File: src/rtl/tick_sequencer.sv
// Steps a binary or ping-pong one-hot pattern on rising edges of a selected divider level, under a start/stop FSM.
// Optional TICK_SEQ_STEP_CNT_EN adds a saturating 16-bit step counter output.
module tick_sequencer #(
  parameter int WIDTH = 8
) (
  input  logic             clk,
  input  logic             reset,
  input  logic [2:0]       div_i,
  input  logic [1:0]       sel,
  input  logic             mode,
  input  logic             start,
  input  logic             stop,
  output logic [WIDTH-1:0] pattern,
  output logic             tick_o,
  output logic             wrap_o,
  output logic             busy
`ifdef TICK_SEQ_STEP_CNT_EN
  ,
  output logic [15:0]      step_cnt
`endif
);

  typedef enum logic [1:0] {IDLE, RUN, PAUSE} state_t;

  state_t           state;
  logic [2:0]       div_s;
  logic [2:0]       div_p;
  logic             mode_l;
  logic             dir_dn;
  logic             e;
  logic [WIDTH-1:0] next_pat;
  logic             next_wrap;
  logic             next_dn;

  // div_p follows every bit continuously, so switching sel never fakes an edge
  always_comb begin
    e = 1'b1;
    case (sel)
      2'd1:    e = div_s[0] & ~div_p[0];
      2'd2:    e = div_s[1] & ~div_p[1];
      2'd3:    e = div_s[2] & ~div_p[2];
      default: e = 1'b1;
    endcase
  end

  // Ping-pong direction is decided by where the bit lands: MSB turns down, bit 0 turns up
  always_comb begin
    next_pat  = pattern + 1'b1;
    next_wrap = &pattern;
    next_dn   = dir_dn;
    if (mode_l) begin
      next_pat  = dir_dn ? (pattern >> 1) : (pattern << 1);
      next_wrap = next_pat[0];
      if (next_pat[WIDTH-1])
        next_dn = 1'b1;
      else if (next_pat[0])
        next_dn = 1'b0;
    end
  end

  always_ff @(posedge clk or negedge reset) begin
    if (!reset) begin
      state    <= IDLE;
      div_s    <= '0;
      div_p    <= '0;
      mode_l   <= 1'b0;
      dir_dn   <= 1'b0;
      pattern  <= '0;
      tick_o   <= 1'b0;
      wrap_o   <= 1'b0;
      busy     <= 1'b0;
`ifdef TICK_SEQ_STEP_CNT_EN
      step_cnt <= '0;
`endif
    end else begin
      div_s  <= div_i;
      div_p  <= div_s;
      tick_o <= 1'b0;
      wrap_o <= 1'b0;
      case (state)
        IDLE: begin
          if (!stop && start) begin
            state   <= RUN;
            busy    <= 1'b1;
            mode_l  <= mode;
            dir_dn  <= 1'b0;
            pattern <= mode ? {{(WIDTH-1){1'b0}}, 1'b1} : '0;
`ifdef TICK_SEQ_STEP_CNT_EN
            step_cnt <= '0;
`endif
          end
        end
        RUN: begin
          if (stop) begin
            state <= PAUSE;
          end else if (e) begin
            pattern <= next_pat;
            dir_dn  <= next_dn;
            tick_o  <= 1'b1;
            wrap_o  <= next_wrap;
`ifdef TICK_SEQ_STEP_CNT_EN
            if (step_cnt != 16'hFFFF)
              step_cnt <= step_cnt + 16'd1;
`endif
          end
        end
        PAUSE: begin
          if (stop) begin
            state   <= IDLE;
            busy    <= 1'b0;
            pattern <= '0;
          end else if (start) begin
            state <= RUN;
          end
        end
        default: begin
          state <= IDLE;
          busy  <= 1'b0;
        end
      endcase
    end
  end

endmodule

File: config.mk
export PLATFORM = sky130hd
export DESIGN_NAME = tick_sequencer
export DESIGN_NICKNAME = d
export VERILOG_FILES = /design/src/rtl/tick_sequencer.sv
export SDC_FILE = /design/constraint.sdc
export NUM_CORES = 1
export LEC_CHECK = 0
export ABC_AREA = 1
export CORE_UTILIZATION = 57
export CTS_CLUSTER_DIAMETER = 200
export CTS_CLUSTER_SIZE = 8
export DETAILED_ROUTE_END_ITERATION = 16
export HOLD_SLACK_MARGIN = 0.03
export PLACE_DENSITY = 0.82
export REMOVE_ABC_BUFFERS = 1
export SETUP_SLACK_MARGIN = 0.1
export SYNTH_ARGS = -nofsm -noshare
export SYNTH_HDL_FRONTEND = slang
export SYNTH_SLANG_ARGS = --single-unit
File: constraint.sdc
create_clock -name clk -period 2.5 [get_ports clk]
set_input_delay 0.375 -clock clk [delete_from_list [all_inputs] [get_ports clk]]
set_output_delay 0.375 -clock clk [all_outputs]
set_load 0.05 [all_outputs]
==> key figures, run 1 <==
Floorplan
  • Floorplan row count: 17
  • Initial Utilization: 0.606
  • Die Span Y: 50.5 um
  • Area of the die: 2550 um2
  • Placeable core region: 2210 um2
  • Chip Width: 50.5 um
  • Ports: 21

Global route
  • Global route total overflow: 0
  • Tot GR Track Use: 0.260
  • Largest net degree at the start of global routing: 22
  • First-pass GRT wire length: 4940 um
  • Vias in the first global route: 1,157
  • Antenna violations before repair: 0

Drt
  • Total wire length: 2980 um
  • Number of vias in the routed layout: 1,236
  • First drt pass iteration count: 4
  • Initial DRC Count: 36
  • Wire length per cell: 13.3 um
  • # DRC: 0
  • DR vias/cell: 5.52
  • Final ANT Viol Nets: 0

Timing
  • Final period util: 0.838
  • FMAX: 477 MHz
  • Final setup margin: 405 ps
  • Final setup vio count: 0
  • Worst Max-Slew Pin Slew: 493 ps
  • Clk_skew: 13.6 ps
  • TNS Setup: 0 ps
  • Slew headroom: 0.670
  • Final worst path period need: 2100 ps
  • Final Max Slew Viols: 0
  • RSZ-0062 raised after global routing: no
  • Final Hold Fails: 0

Power
  • P per Cell Area: 1080 nW/um2
  • Seq pwr share: 0.331
  • Psw: 874 uW
  • Leakage: 0.000735 uW
  • Clock group share of total power: 0.098
  • Net Sw Frac: 0.520
  • Internal: 808 uW
  • Comb pwr share: 0.571
  • Maximum vdd drop: 0.741 mV

Placed design
  • Final HPWL DP: 2180 um
  • Routability congestion estimate: 0.878
  • Worst slack at placement: 743 ps
  • IO buf count: 20

Worst hold path
  • Hold Path Class: register to register
  • Worst hold path cell count: 0
  • Hold EP: div_p[2]
  • Hold_sp: div_s[2]

Critical path
  • RR Endpoint: pattern[0]
  • Highest-delay cell along the critical path: clkdlybuf4s50_1
  • Worst path depth: 1
  • Crit end category: output port
  • Worst-path maximum fanout: 7
  • RR Startpoint: state[1]
  • Setup crit start kind: register
  • Worst endpoint required time: 2120 ps
  • Crit path launch: pattern[5]
  • Worst-path cell chain: clkdlybuf4s50_1
  • CP Buf/Inv Count: 1
  • Crit path max-delay family: buffers and inverters
  • Slowest stage delay, CP: 860 ps
  • Worst Reg-to-Reg Cells: 8
  • Crit path DAT: 1720 ps
  • WS Path Type: register to output port
  • Reg2reg setup slack: 830 ps

Clock tree
  • CTS H-tree depth: 1
  • Clk Latency, worst-skew pair: 310 ps
  • CTS Buf Count: 3
  • Clock-pin slew on the worst setup and hold paths: 120 ps
  • CTS tree: done
  • Hold-fix buffers, CTS: 0
  • Post-CTS Setup Inserts: 0
  • Post-CTS sizing: 0
  • Clock Path Buffers: 2
  • Root Buffer: clkbuf_4
  • Clk sinks: 21

Synthesis
  • Synth Area in Compound Gates: 0.150
  • Adder-cell share of the synthesized area: 0.0653
  • Post-synthesis xor/xnor area fraction: 0
  • Post-synth cell types: 24
  • Seq/Total Area, Yosys: 0.392
  • Seq cells post-synth: 21
  • Simple logic cell fraction of the synthesized area: 0.295
  • Largest family of logic cells by synthesized area: simple AND/OR/NAND/NOR gates
  • Mapped Area: 1340 um2
  • Syn Area/Cell: 7.62 um2
  • Synth Warn #: 0
  • Cells after synthesis: 176
  • Mux contribution to synthesized area: 0

Finish
  • Reg area: 526 um2
  • Share of post-route cells with drive strength above 1: 0.112
  • Nets: 214
  • Multi-input gate area: 684 um2
  • Area delta synth->final: 16.4%
  • Antenna cells: 0
  • Fill cells: 189

Outcome
  • Status: completed

Job
  • MaxCap Viol Count: 0
## layer usage
layer  track usage  wire length, um  part of all wire  vias up
li1              -                -                 -      615
met4         0.139               64             0.022        0
met2         0.424             1430              0.48       36
met3        0.0242              120             0.040        9
met1         0.341             1360              0.46      576
met5             0                0                 0        -
## cell families (layout without fill, tap and decap cells)
group | Yosys count | in the layout
fa+ha+maj | 7 | 7
simple gates | 87 | 87
buf+inv | 27 | 47
compound gates | 34 | 34
flops | 21 | 21
## metrics by stage
step	total power [uW]	hold WS [ps]	cell area, um2	util	cells
floorplan	1230	79.4	1290	-	171
global placement	1480	359	1540	0.694	220
detailed placement	1510	369	1540	0.694	220
CTS	1680	395	1560	0.706	224
global route	1810	414	1560	0.706	224
finish	1680	391	1560	0.706	224
## power by group through the flow
stage	combinational, uW	clock [uW]	sequential (uW)
6_report	961	165	556
4_1_cts	960	169	552
2_1_floorplan	525	0	704
3_5_place_dp	950	0	559
5_1_grt	1060	181	570
3_3_place_gp	924	0	551
## registers in the layout (all words and copies together) (netlist names)
| name | cells |
|---|---|
| pattern | 8 |
| wrap_o | 1 |
| div_s | 3 |
| busy | 1 |
| tick_o | 1 |
| mode_l | 1 |
| dir_dn | 1 |
| div_p | 3 |
| state | 2 |
## Yosys cell counts, drive strengths merged
cell / number / area, um2
buf: 5 / 48.8
nand2: 58 / 240
nand3b: 2 / 27.5
or2: 1 / 6.26
ha: 7 / 87.6
nor2: 10 / 37.5
dfrtp: 21 / 526
o211ai: 1 / 7.51
a22oi: 1 / 12.5
inv: 22 / 82.6
o21ai: 20 / 115
nand4: 2 / 12.5
and3: 1 / 6.26
o31ai: 1 / 7.51
a21oi: 11 / 58.8
nand3: 13 / 65.1
## how the worst max path moves through the flow
stage | slack [ps] | endpoint
3_5_place_dp | 740 | pattern[3]
3_3_place_gp | 780 | pattern[5]
5_1_grt | 370 | pattern[5]
4_1_cts | 410 | pattern[5]
6_report | 400 | pattern[5]
2_1_floorplan | 920 | wrap_o
## cell type report
cell class | count | share of cell area
timing repair buffer | 21 | 0.133
inverter | 22 | 0.0529
tap | 28 | 0.0224
clock buffer | 4 | 0.0168
sequential | 21 | 0.337
multi-input combinational | 128 | 0.438
## placed cells by master (no fill, tap or decap)
cell type,n
o31ai_1,1
nand3_1,13
ha_1,7
a21oi_1,10
nor2_1,10
inv_2,3
o21ai_2,4
dfrtp_1,21
or2_2,1
a22oi_2,1
clkdlybuf4s50_1,20
clkbuf_1,1
and3_1,1
nand2_2,6
inv_1,19
buf_4,1
o21ai_1,2
nand4_1,2
nand3b_1,1
clkbuf_4,3
nand2_4,1
nand3b_4,1
a21oi_2,1
o211ai_1,1
nand2_1,51
o21ai_0,14
Note: power is estimated with default switching activity, not from simulation.
==> inputs of run 2 (changes only) <==
--- a/config.mk
+++ b/config.mk
@@ -6,12 +6,12 @@
 export NUM_CORES = 1
 export LEC_CHECK = 0
 export ABC_AREA = 1
-export CORE_UTILIZATION = 57
+export CORE_UTILIZATION = 48
 export CTS_CLUSTER_DIAMETER = 200
 export CTS_CLUSTER_SIZE = 8
 export DETAILED_ROUTE_END_ITERATION = 16
 export HOLD_SLACK_MARGIN = 0.03
-export PLACE_DENSITY = 0.82
+export PLACE_DENSITY = 0.73
 export REMOVE_ABC_BUFFERS = 1
 export SETUP_SLACK_MARGIN = 0.1
 export SYNTH_ARGS = -nofsm -noshare
==> constraint.sdc (replaced) <==
create_clock -name clk -period 1.8 [get_ports clk]
set_input_delay 0.27 -clock clk [delete_from_list [all_inputs] [get_ports clk]]
set_output_delay 0.27 -clock clk [all_outputs]
set_load 0.05 [all_outputs]
==> key figures, run 2 (synthesized netlist as in run 1, its figures left out) <==
Clock tree
  • Post-CTS Setup Inserts: 0 (unchanged)
  • CTS H-tree depth: 1 (unchanged)
  • Clk sinks: 21 (unchanged)
  • CTS Buf Count: 3 (unchanged)
  • Clock Path Buffers: 2 (unchanged)
  • Clk Latency, worst-skew pair: 310 ps (about the same)
  • Root Buffer: clkbuf_4 (unchanged)
  • Clock-pin slew on the worst setup and hold paths: 120 ps (about the same)
  • Hold-fix buffers, CTS: 0 (unchanged)
  • CTS tree: done (unchanged)

Critical path
  • Crit path DAT: 1760 ps (was 1720 ps)
  • Worst endpoint required time: 2010 ps (was 2120 ps)
  • RR Startpoint: state[0] (was state[1])
  • Reg2reg setup slack: 250 ps (was 830 ps)
  • Worst-path maximum fanout: 12 (was 7)
  • Setup crit start kind: register (unchanged)
  • Worst Reg-to-Reg Cells: 8 (unchanged)
  • Crit end category: register (was output port)
  • RR Endpoint: pattern[1] (was pattern[0])
  • WS Path Type: register to register (was register to output port)

Job
  • MaxCap Viol Count: 0 (unchanged)

Floorplan
  • Ports: 21 (unchanged)
  • Placeable core region: 2570 um2 (was 2210 um2)
  • Die Span Y: 54.9 um (was 50.5 um)
  • Floorplan row count: 18 (was 17)
  • Chip Width: 54.9 um (was 50.5 um)
  • Area of the die: 3010 um2 (was 2550 um2)
  • Initial Utilization: 0.522 (was 0.606)

Global route
  • Antenna violations before repair: 0 (unchanged)
  • Tot GR Track Use: 0.227 (was 0.260)
  • Global route total overflow: 0 (unchanged)
  • First-pass GRT wire length: 4930 um (was 4940 um)
  • Largest net degree at the start of global routing: 22 (unchanged)
  • Vias in the first global route: 1,134 (was 1,157)

Power
  • Net Sw Frac: 0.521 (was 0.520)
  • Seq pwr share: 0.333 (was 0.331)
  • Maximum vdd drop: 0.877 mV (was 0.741 mV)
  • Psw: 1200 uW (was 874 uW)
  • Internal: 1100 uW (was 808 uW)
  • Clock group share of total power: 0.102 (was 0.098)
  • Leakage: 0.000764 uW (was 0.000735 uW)
  • Tot Pwr: 2300 uW (was 1680 uW)
  • P per Cell Area: 1480 nW/um2 (was 1080 nW/um2)
  • Comb pwr share: 0.566 (was 0.571)

Finish
  • Finished Layout Cells: 227 (was 224)
  • Share of post-route cells with drive strength above 1: 0.168 (was 0.112)
  • Post-route cell area: 1550 um2 (was 1560 um2)
  • Most frequent cells in the layout: nand2_1 (51), dfrtp_1 (21), inv_1 (19) (was nand2_1 (51), dfrtp_1 (21), clkdlybuf4s50_1 (20))
  • Fill cells: 246 (was 189)
  • Max reg flops: 8 (unchanged)
  • Commonest non-fill, non-tap cell in the layout: nand2_1 (unchanged)
  • Area delta synth->final: 15.9% (was 16.4%)
  • Nets: 215 (was 214)
  • Largest register by flop count: pattern (unchanged)
  • Largest registers: pattern (8), div_p (3), div_s (3) (unchanged)
  • Antenna cells: 0 (unchanged)

Placed design
  • Final HPWL DP: 2100 um (was 2180 um)
  • Post-DP Area: 1530 um2 (was 1540 um2)
  • Number of instances in the placed design: 223 (was 220)
  • Routability congestion estimate: 0.860 (was 0.878)
  • IO buf count: 20 (unchanged)

Timing
  • Final period util: 0.861
  • Worst Max-Slew Pin Slew: 485 ps (was 493 ps)
  • Final Hold Fails: 0 (unchanged)
  • FMAX: 645 MHz
  • Clk_skew: 4.66 ps (was 13.6 ps)
  • TNS Setup: 0 ps (unchanged)
  • Final setup vio count: 0 (unchanged)
  • RSZ-0062 raised after global routing: yes (was no)
  • Final worst path period need: 1550 ps
  • Final Max Slew Viols: 0 (unchanged)
  • Slew headroom: 0.678 (was 0.670)

Worst hold path
  • Hold Path Class: primary input to async pin (was register to register)

Drt
  • Final ANT Viol Nets: 0 (unchanged)
  • # DRC: 0 (unchanged)
  • DR vias/cell: 5.19 (was 5.52)
  • Total wire length: 2750 um (was 2980 um)
  • Wire length per cell: 12.1 um (was 13.3 um)
  • Number of vias in the routed layout: 1,179 (was 1,236)
  • Initial DRC Count: 20 (was 36)
  • First drt pass iteration count: 4 (unchanged)

Outcome
  • Status: completed (unchanged)
[run 2: cell types whose count changed in the layout (fill, tap and decap cells not counted), sizes merged]
cell | previous run | this run
buf | 1 | 10
clkdlybuf4s50 | 20 | 9
clkbuf | 4 | 3
dlygate4sd2 | 0 | 3
clkinvlp | 0 | 1
[run 2: final cells by class]
class                           count  area [um2]  share of cell area
Sequential cell                    21         526               0.338
Clock inverter                      1        7.51             0.00483
Timing Repair Buffer               22         191               0.123
Tap cell                           30        37.5              0.0242
Multi-Input combinational cell    128         687               0.442
Clock buffer                        3        22.5              0.0145
Inverter                           22        82.6              0.0531
[run 2: worst max-delay path by stage]
| stage | end | cells after the start | start | slack [ps] |
|---|---|---|---|---|
| 6_report | pattern[1] | 8 | state[0] | 250 |
| 3_5_place_dp | pattern[1] | 9 | stop | 180 |
| 3_3_place_gp | pattern[3] | 9 | sel[1] | 200 |
| 5_1_grt | dir_dn | 9 | state[1] | 80 |
| 2_1_floorplan | wrap_o | 6 | pattern[0] | 220 |
| 4_1_cts | pattern[1] | 7 | state[1] | 230 |
[run 2: through the flow]
| step | hold slack, ps | setup WS, ps | util |
|---|---|---|---|
| after floorplan | -25.6 | 223 | - |
| after CTS | 302 | 229 | 0.604 |
| after detailed placement | 366 | 180 | 0.594 |
| after global routing | 333 | 84.4 | 0.605 |
| final | 300 | 250 | 0.605 |
| after global placement | 357 | 203 | 0.594 |
[run 2: worst max-delay path, cell delays in order (launching register included)]
cell and delay, ps:
dfrtp_1 460, inv_1 100, ha_1 260, nand2_2 130, nand3b_4 90, inv_2 60, nand2_2 180, nand2_1 130
o21ai_2 50
[run 2: power groups by stage]
stage	logic [uW]	clock network (uW)	registers, uW
final	1300	234	767
after global routing	1470	261	795
after CTS	1300	244	764
after detailed placement	1310	0	776
after global placement	1280	0	767
after floorplan	730	0	977
[run 2: what timing repair did]
| action | 4_1_cts | 5_1_grt |
|---|---|---|
| endpoints found under the setup margin | 3 | 3 |
| pin swaps | 0 | 0 |
| gates cloned | 0 | 0 |
| resized for setup | 3 | 1 |
[run 2: layer usage]
metal  wire length (um)  GRT usage
met5                  0          0
met4                 29     0.0641
met3                 67     0.0167
met2               1330      0.384
met1               1330      0.306
==> inputs of run 3 (changes only) <==
--- a/config.mk
+++ b/config.mk
@@ -10,10 +10,11 @@
 export CTS_CLUSTER_DIAMETER = 200
 export CTS_CLUSTER_SIZE = 8
 export DETAILED_ROUTE_END_ITERATION = 16
+export GPL_TIMING_DRIVEN = 0
 export HOLD_SLACK_MARGIN = 0.03
 export PLACE_DENSITY = 0.73
 export REMOVE_ABC_BUFFERS = 1
-export SETUP_SLACK_MARGIN = 0.1
+export SETUP_SLACK_MARGIN = 0.02
 export SYNTH_ARGS = -nofsm -noshare
 export SYNTH_HDL_FRONTEND = slang
 export SYNTH_SLANG_ARGS = --single-unit
==> key figures, run 3 (synthesized netlist as in run 1, its figures left out) <==
Outcome
  • Status: completed (unchanged)

Critical path
  • WS Path Type: register to output port (was register to register)
  • Worst endpoint required time: 1530 ps (was 2010 ps)
  • Crit path max-delay family: buffers and inverters (was simple AND/OR/NAND/NOR gates)
  • Slowest stage delay, CP: 570 ps (was 460 ps)
  • CP Buf/Inv Count: 1 (was 2)
  • Setup crit start kind: register (unchanged)
  • Crit end category: output port (was register)
  • Highest-delay cell along the critical path: dlygate4sd2_1 (was dfrtp_1)
  • Worst-path maximum fanout: 10 (was 12)
  • Worst-path cell chain: dlygate4sd2_1 (was inv_1 -> ha_1 -> nand2_2 -> nand3b_4 -> inv_2 -> nand2_2 -> nand2_1 -> o21ai_2)
  • Crit path DAT: 1420 ps (was 1760 ps)

Global route
  • Global route total overflow: 0 (unchanged)
  • Antenna violations before repair: 0 (unchanged)
  • Tot GR Track Use: 0.210 (was 0.227)
  • Largest net degree at the start of global routing: 22 (unchanged)
  • First-pass GRT wire length: 4460 um (was 4930 um)
  • Vias in the first global route: 1,065 (was 1,134)

Finish
  • Reg area: 526 um2 (unchanged)
  • Fill cells: 231 (was 246)
  • Largest register by flop count: pattern (unchanged)
  • Finished Layout Cells: 225 (was 227)
  • Max reg flops: 8 (unchanged)
  • Area delta synth->final: 16.3% (was 15.9%)
  • Commonest non-fill, non-tap cell in the layout: nand2_1 (unchanged)
  • Multi-input gate area: 687 um2 (unchanged)
  • Largest registers: pattern (8), div_p (3), div_s (3) (unchanged)
  • Share of post-route cells with drive strength above 1: 0.118 (was 0.168)
  • Post-route cell area: 1560 um2 (was 1550 um2)
  • Antenna cells: 0 (unchanged)
  • Most frequent cells in the layout: nand2_1 (51), dfrtp_1 (21), inv_1 (19) (unchanged)
  • Nets: 213 (was 215)

Drt
  • First drt pass iteration count: 4 (unchanged)
  • Wire length per cell: 11.7 um (was 12.1 um)
  • Initial DRC Count: 39 (was 20)
  • DR vias/cell: 5.25 (was 5.19)
  • Number of vias in the routed layout: 1,181 (was 1,179)
  • # DRC: 0 (unchanged)
  • Final ANT Viol Nets: 0 (unchanged)
  • Total wire length: 2620 um (was 2750 um)

Clock tree
  • Clock Path Buffers: 2 (unchanged)
  • CTS tree: done (unchanged)
  • CTS H-tree depth: 1 (unchanged)
  • Post-CTS Setup Inserts: 0 (unchanged)
  • Hold-fix buffers, CTS: 0 (unchanged)
  • Clock-pin slew on the worst setup and hold paths: 120 ps (about the same)
  • Root Buffer: clkbuf_4 (unchanged)
  • CTS Buf Count: 3 (unchanged)
  • Clk sinks: 21 (unchanged)
  • Clk Latency, worst-skew pair: 310 ps (about the same)

Timing
  • Final worst path period need: 1690 ps (was 1550 ps)
  • Final setup margin: 110 ps (was 250 ps)
  • Final Hold Fails: 0 (unchanged)
  • Clk_skew: 4.13 ps (was 4.66 ps)
  • RSZ-0062 raised after global routing: no (was yes)
  • Final setup vio count: 0 (unchanged)
  • Final Max Slew Viols: 0 (unchanged)
  • TNS Setup: 0 ps (unchanged)
  • FMAX: 592 MHz (was 645 MHz)
  • Slew headroom: 0.368 (was 0.678)
  • Final period util: 0.939 (was 0.861)
  • Worst Max-Slew Pin Slew: 945 ps (was 485 ps)

Placed design
  • IO buf count: 20 (unchanged)
  • Worst slack at placement: 128 ps (was 180 ps)
  • Routability congestion estimate: 0.883 (was 0.860)
  • Number of instances in the placed design: 221 (was 223)
  • Post-DP Area: 1530 um2 (about the same)
  • Final HPWL DP: 1980 um (was 2100 um)

Worst hold path
  • Hold Path Class: primary input to register (was primary input to async pin)

Power
  • Maximum vdd drop: 0.893 mV (was 0.877 mV)
  • Leakage: 0.000810 uW (was 0.000764 uW)
  • P per Cell Area: 1450 nW/um2 (was 1480 nW/um2)

Floorplan
  • Initial Utilization: 0.522 (unchanged)
  • Ports: 21 (unchanged)
  • Chip Width: 54.9 um (unchanged)
  • Floorplan row count: 18 (unchanged)
  • Die Span Y: 54.9 um (unchanged)
  • Placeable core region: 2570 um2 (unchanged)
  • Area of the die: 3010 um2 (unchanged)

Job
  • MaxCap Viol Count: 0 (unchanged)
run 3: metrics by stage:
step / utilization / power (uW) / hold WS [ps]
2_1_floorplan: - / 1710 / -25.6
3_3_place_gp: 0.596 / 2040 / 357
3_5_place_dp: 0.596 / 2080 / 361
4_1_cts: 0.604 / 2280 / 375
5_1_grt: 0.608 / 2490 / 370
6_report: 0.608 / 2260 / 385
run 3: worst paths after layout:
check                            from         end  slack [ps]  depth (start not counted)
max in group asynchronous       reset  pattern[1]         760                          1
hold / removal               div_i[1]    div_s[1]         380                          1
min in group asynchronous       reset    div_p[2]         470                          1
setup reg to reg             state[1]  pattern[0]         240                          8
setup / recovery           pattern[2]  pattern[2]         110                          1
hold reg to reg              div_s[2]    div_p[2]         390                          0
run 3: what timing repair did:
action                                  4_1_cts  5_1_grt
endpoints found under the setup margin        8        6
gates resized for setup                       8        4
endpoints found under the hold margin         0        0
run 3: report_power, final:
part	switching, uW	internal, uW	total (uW)
Clock	154	84.8	239
Combinational	847	415	1260
Sequential	179	584	763
run 3: cell type report:
class,count,area share
Multi-Input combinational cell,128,0.440
Tap cell,30,0.0241
Sequential cell,21,0.337
Clock inverter,1,0.00481
Timing Repair Buffer,20,0.127
Clock buffer,3,0.0144
Inverter,22,0.0529
run 3: layer usage:
layer  track usage  wire, um
met1         0.268      1230
met2         0.353      1240
met3        0.0333       110
met4        0.0769        39
met5             0         0
